`config.mk`:
```
export PLATFORM = sky130hd
export DESIGN_NAME = tube_mmio_ctrl
export DESIGN_NICKNAME = d
export VERILOG_FILES = /design/src/rtl/tube_mmio_ctrl.sv
export SDC_FILE = /design/constraint.sdc
export NUM_CORES = 1
export LEC_CHECK = 0
export CORE_UTILIZATION = 35
export CTS_CLUSTER_SIZE = 28
export DETAILED_ROUTE_END_ITERATION = 10
export PLACE_DENSITY = 0.53
export REMOVE_ABC_BUFFERS = 1
export SYNTH_ARGS = -nofsm -noshare
export SYNTH_HDL_FRONTEND = slang
export SYNTH_SLANG_ARGS = --single-unit
```
`constraint.sdc`:
```
create_clock -name clock -period 2.7 [get_ports clock]
set_clock_uncertainty 0.1 [all_clocks]
set_input_delay 0.405 -clock clock [delete_from_list [all_inputs] [get_ports clock]]
set_output_delay 0.405 -clock clock [all_outputs]
set_load 0.01 [all_outputs]
```
`src/rtl/tube_mmio_ctrl.sv`:
```
// MMIO front end for the 8-digit seven-segment driver: holds DATA/CTRL and
// optionally converts the stored value to packed BCD with a double-dabble engine.
module tube_mmio_ctrl #(
    parameter int unsigned CONV_BITS   = 27,
    parameter logic [31:0] BCD_MAX     = 32'd99999999,
    parameter logic [31:0] OVF_PATTERN = 32'hEEEE_EEEE
) (
    input  logic        clock,
    input  logic        rst,
    input  logic        io_write,
    input  logic        io_read,
    input  logic        tube_sel,
    input  logic [1:0]  reg_off,
    input  logic [31:0] wdata,
    output logic [31:0] rdata,
    output logic [31:0] disp_num,
    output logic        disp_en,
    output logic        busy
);

    localparam int unsigned BCD_W  = 32;
    localparam int unsigned DIGITS = BCD_W / 4;
    localparam int unsigned SH_W   = BCD_W + CONV_BITS;
    localparam int unsigned CNT_W  = $clog2(CONV_BITS + 1);

    localparam logic [1:0] OFF_DATA = 2'd0;
    localparam logic [1:0] OFF_CTRL = 2'd1;
    localparam logic [1:0] OFF_DISP = 2'd2;

    typedef enum logic [1:0] {
        IDLE = 2'd0,
        CONV = 2'd1,
        LOAD = 2'd2
    } state_t;

    state_t            state;
    logic [31:0]       raw;
    logic              en;
    logic              bcd;
    logic              ovf;
    logic [CNT_W-1:0]  cnt;
    logic [SH_W-1:0]   sh;
    logic [SH_W-1:0]   sh_adj;
    logic [SH_W-1:0]   sh_next;

    logic              wr_data;
    logic              wr_ctrl;
    logic              start;
    logic              abort;
    logic [31:0]       start_val;

    // Write decode; a conversion starts on a DATA write in BCD mode or on bcd 0->1.
    always_comb begin
        wr_data   = io_write & tube_sel & (reg_off == OFF_DATA);
        wr_ctrl   = io_write & tube_sel & (reg_off == OFF_CTRL);
        start     = (wr_data & bcd) | (wr_ctrl & ~bcd & wdata[1]);
        abort     = wr_ctrl & bcd & ~wdata[1];
        start_val = wr_data ? wdata : raw;
    end

    // One double-dabble iteration: add 3 to every BCD nibble >= 5, then shift left.
    always_comb begin
        sh_adj = sh;
        for (int i = 0; i < DIGITS; i++) begin
            if (sh[CONV_BITS + 4*i +: 4] >= 4'd5) begin
                sh_adj[CONV_BITS + 4*i +: 4] = sh[CONV_BITS + 4*i +: 4] + 4'd3;
            end
        end
        sh_next = {sh_adj[SH_W-2:0], 1'b0};
    end

    // Register file and conversion FSM; restart and abort take priority over the FSM step.
    always_ff @(posedge clock or negedge rst) begin
        if (!rst) begin
            state    <= IDLE;
            raw      <= '0;
            en       <= 1'b0;
            bcd      <= 1'b0;
            ovf      <= 1'b0;
            cnt      <= '0;
            sh       <= '0;
            disp_num <= '0;
            disp_en  <= 1'b0;
            busy     <= 1'b0;
        end else begin
            if (wr_data) begin
                raw <= wdata;
            end
            if (wr_ctrl) begin
                en      <= wdata[0];
                bcd     <= wdata[1];
                disp_en <= wdata[0];
            end

            if (start) begin
                sh    <= SH_W'(start_val[CONV_BITS-1:0]);
                ovf   <= (start_val > BCD_MAX);
                cnt   <= '0;
                busy  <= 1'b1;
                state <= CONV;
            end else if (abort) begin
                state    <= IDLE;
                busy     <= 1'b0;
                cnt      <= '0;
                disp_num <= raw;
            end else if (wr_data) begin
                disp_num <= wdata;
            end else begin
                case (state)
                    CONV: begin
                        sh  <= sh_next;
                        cnt <= cnt + CNT_W'(1);
                        if (cnt == CNT_W'(CONV_BITS - 1)) begin
                            state <= LOAD;
                        end
                    end
                    LOAD: begin
                        disp_num <= ovf ? OVF_PATTERN : sh[SH_W-1 -: BCD_W];
                        busy     <= 1'b0;
                        state    <= IDLE;
                    end
                    default: begin
                        state <= IDLE;
                    end
                endcase
            end
        end
    end

    // Load data is combinational and independent of io_read.
    always_comb begin
        case (reg_off)
            OFF_DATA: rdata = raw;
            OFF_CTRL: rdata = {29'b0, busy, bcd, en};
            OFF_DISP: rdata = disp_num;
            default:  rdata = 32'b0;
        endcase
    end

endmodule

```
* Yosys cells after proc, flatten, opt, wreduce, memory -nomap -nowiden *
Index checks and enable logic that the tools add are counted.
Widths: inputs -> output; s select.

operators by class
  muxes and demuxes = 31
  $add $sub $neg = 9
  $lt $le $gt $ge = 9
  eq/ne operators = 9
  reduce and logical (&&, ||, !) cells = 10
  bitwise gates (word level) = 12

operators with widths
  kind                  count
  $mux 59               4
  $mux 32               5
  $pmux 32 s3           1
  $ge 4x3->1 const B    8
  $gt 32x27->1 const B  1
  $add 4x2->4 const B   7
  $mux 4                7
  $mux 5                4
  $mux 2                5
  $reduce_bool 3->1     3
  $and 1x1->1           8
  $reduce_and 2->1      4
  $add 5x1->5 const B   1
  $eq 5x5->1 const B    1
  $eq 2x1->1 const B    2
  $eq 2x2->1 const B    2
  $mux 1                4
  $ne 4x4->1 const B    1
  $add 3x2->3 const B   1
  $mux 3                1
  $ne 3x1->1 const B    1
  $not 1->1             3
  $reduce_and 3->1      1
  $logic_not 2->1       1
  other kinds (4)       4

storage, ports and cells
  input port bits = 39
  bits in registers = 134
  word-level logic and storage cells = 89
  output and inout bits = 66

* Longest topological paths before layout *
  depth in word-level cells = 7
  depth in mapped cells = 9

* Least setup slack after synthesis *
No wires, ideal clock.

  path type = input-to-reg
  from = in reg_off[1]
  to = reg ovf
  setup slack = 603 ps
  buffers on the path = 2
  data arrival time = 1866 ps
  required time = 2469 ps
  stages = 8
  path through = buf_2 nor4bb_1 buf_2 mux2_2 a311oi_1 nor2_1 a211oi_1 a211oi_1

between the ends
  elaborated cells between the ends (all ways) = 10
  classes of those cells = 1 x order compare; 1 x eq/ne; 1 x mux; 6 x bitwise; 1 x reduce/logical

RTL lines
  element               line  RTL
  start, declared       13    input logic [1:0] reg_off,
  $logic_not 2->1       54    wr_data = io_write & tube_sel & (reg_off == OFF_DATA);
  $and 1x1->1           54
  $mux 32               --
  net start_val[19]     50    logic [31:0] start_val;
  $gt 32x27->1          97    ovf <= (start_val > BCD_MAX);
  end signal, assigned  97
  end, declared         40    logic ovf;

The timed path passes the listed nets, and every way through them passes these cells.
A chain may end at the register's enable or synchronous reset.

* Worst setup path after layout *
  from = in reg_off[1]
  to = out rdata[0]

between the ends
  longest elaborated chain between the ends = 2
  elaborated cells between the ends (all ways) = 4
  classes of those cells = 2 x eq/ne; 1 x mux; 1 x reduce/logical

RTL lines
  element                             line  RTL
  $eq 2x2->1 (tied with other cells)  132   case (reg_off)
  $pmux 32 s3 *                       132
  end, declared                       15    output logic [31:0] rdata,

Every way passes the cells marked *; elsewhere a longest branch is shown, timed or not.

==> impl_metrics.toml <==
[routing]
firstDrtPassIters = 4
drtIter0Drc = 281
route.vias.total = 6281
routedWlPerCell_um = 17.6
routed_wl_um = 21100
via_per_inst = 5.26
drc_errors = 0
ant_nets = 0

[place]
dp_worst_setup_slack_ns = -0.109
place_area_um2 = 8810
gp_congestion = 0.776
dp_hpwl_um = 14700
portBuffers = 103
dp.cells = 1162

[synth]
synth_edf_count = 0
syn_area_per_cell_um2 = 9.15
ys_async_sr_fraction = 1.00
ys_seq_area_frac = 0.463
synthFlopType = "dfrtp_1"
yosys_warnings = 0
ys_seq_elements = 134
synth_area_um2 = 7240
synth_cell_types = 54
syn_inst = 791

[sta]
hold_slack_ns = 0.401
hold_viol = 0
setup_viol = 0
drv_slew = 0
fin_ws_ns = 0.298
final.period_utilization = 0.890
max_freq_mhz = 416
relSlewSlack = 0.303
worst_slew_pin_slew_ns = 1.04
tns_ns = 0
period_minus_slack_ns = 2.40
rsz0062_at_grt = "false"

[layout]
fin_cells = 1195
regArea_um2 = 3350
num_antenna_cells = 0
final_cell_area_um2 = 9380
post_route_cells_drive_above_1_share = 0.108
utilization = 0.463
areaGrowthSynthToFinish_pct = 29.6
final.fill_count = 1957
multi_input_area_um2 = 3550
nNetsFinal = 969

[global_route]
grt_max_degree = 60
grt_pass1_wl_um = 34000
grt_pass1_vias = 6134
overflow = 0
grt_use_total = 0.205
antenna_found_initial = 0

[power_and_ir_drop]
finalPower_mw = 9.19
leakagePower_nw = 4.16
worst_ir_drop_vdd_v = 0.000441
powerDensity_nw_per_um2 = 980

[die]
rows = 52
die_w_um = 146
initial_core_util = 0.358
ios = 105
dieArea_um2 = 21300
core_region_area_um2 = 20200
chipHeight_um = 146

[job]
max_cap_violations = 0

[clock_tree]
cts_tree = "built"
path_clk_slew_ns = 0.06
post_cts_buffers = 0
cts-buffers-inserted = 17
cts-root-buf = "clkbuf_16"
ctsHtreeMaxLevel = 4
cts_sinks = 134
cts_max_path_buffers = 2
clk_latency_ns = 0.42
cts-resized-gates = 0

[setup_path]
worstSetupPathType = "primary input to output port"
crit_path_max_incr_delay_ns = 0.56
worstSetupStartpointType = "primary input"
path_max_fanout = 13
end_kind = "output port"
cp-startpoint = "reg_off[1]"
crit_required_ns = 2.19
crit_slowest_cell = "clkdlybuf4s50_1"
arrival_ns = 1.90
path_cells = "buf_2 -> buf_4 -> nor2b_1 -> nand2_1 -> o21ai_0 -> clkdlybuf4s50_1"
reg2reg_from = "bcd"

[worst_hold_path]
min_from = "disp_num[30]"
hp-class = "flip-flop to flip-flop"

[run_status]
status = "completed"
==> final cells by class <==
cell class / count / share of cell area
sequential: 134 / 0.358
clock inverter: 8 / 0.00787
inverter: 20 / 0.00801
timing repair buffer: 154 / 0.161
tap: 270 / 0.0360
multi-input combinational: 585 / 0.378
clock buffer: 24 / 0.0514
==> cell families after synthesis <==
family | after synthesis | share of synthesized area
AOI/OAI and AO/OA | 258 | 0.223
adders and majority gates | 18 | 0.0311
buffers and inverters | 72 | 0.0514
muxes | 37 | 0.0517
DFF | 134 | 0.463
and+or+nand+nor | 261 | 0.166
xor gates and xnor gates | 11 | 0.0133
==> sequential cells by signal, summed over array words and instances, names as in the netlist <==
register,cells
bcd,1
busy,1
cnt,5
disp_num,32
en,1
ovf,1
raw,32
sh,59
state,2
==> cells in the mapped netlist, types with 7 or more instances <==
library cell	count	area [um2]
mux2i_1	34	340
nand4_1	9	56.3
xnor2_1	8	70.1
ha_1	18	225
o21ai_0	60	300
nand2_1	146	548
buf_6	9	101
nor2_1	51	191
nand2b_1	8	50.1
a32o_1	9	90.1
buf_2	18	90.1
a21oi_1	100	500
nor3_1	9	45.0
o22ai_1	15	93.8
inv_1	20	75.1
clkbuf_1	19	71.3
o21ai_1	21	105
a221o_1	29	290
dfrtp_1	134	3350
nor2b_1	7	43.8
==> what timing repair did <==
| action | CTS | global route |
|---|---|---|
| hold buffers | 1 | 0 |
| setup endpoints to repair | 0 | 0 |
| endpoints found under the hold margin | 57 | 0 |
==> layout by cell type, fill, tap and decap left out, types with 21 or more instances in the layout <==
cell               n
buf_4             42
o21ai_1           21
o21ai_0           60
nand2_1          146
a221o_1           29
mux2i_1           34
dfrtp_1          134
clkdlybuf4s50_1  100
a21oi_1          100
nor2_1            51
==> routing by layer <==
layer | global-route usage | wire (um) | vias to the layer above
met5 | 0 | 0 | -
met1 | 0.289 | 10300 | 3039
met4 | 0.0532 | 178 | 0
met3 | 0.0382 | 797 | 16
li1 | - | - | 3089
met2 | 0.324 | 9770 | 137
==> critical path: cells and delay by family <==
kind                   cells  cell delay [ns]
AND/OR/NAND/NOR            2             0.34
buffers and inverters      3             1.08
AO/OA/AOI/OAI              1             0.07
==> path summary, 6_finish.rpt <==
path | slack (ns) | end | depth (start not counted)
max | 0.30 | rdata[0] | 6
min | 0.40 | disp_num[30] | 2
max reg2reg | 0.34 | sh[1] | 6
min reg2reg | 0.40 | disp_num[30] | 2
max in group asynchronous | 1.42 | raw[7] | 3
min in group asynchronous | 0.43 | raw[23] | 2
==> power breakdown <==
| part | total [mW] | switching [mW] | internal, mW |
|---|---|---|---|
| Combinational | 3.62 | 1.83 | 1.79 |
| Clock | 2.20 | 0.865 | 1.33 |
| Sequential | 3.37 | 0.680 | 2.69 |
| Total | 9.19 | 3.37 | 5.82 |
(Power assumes the default switching activity.)
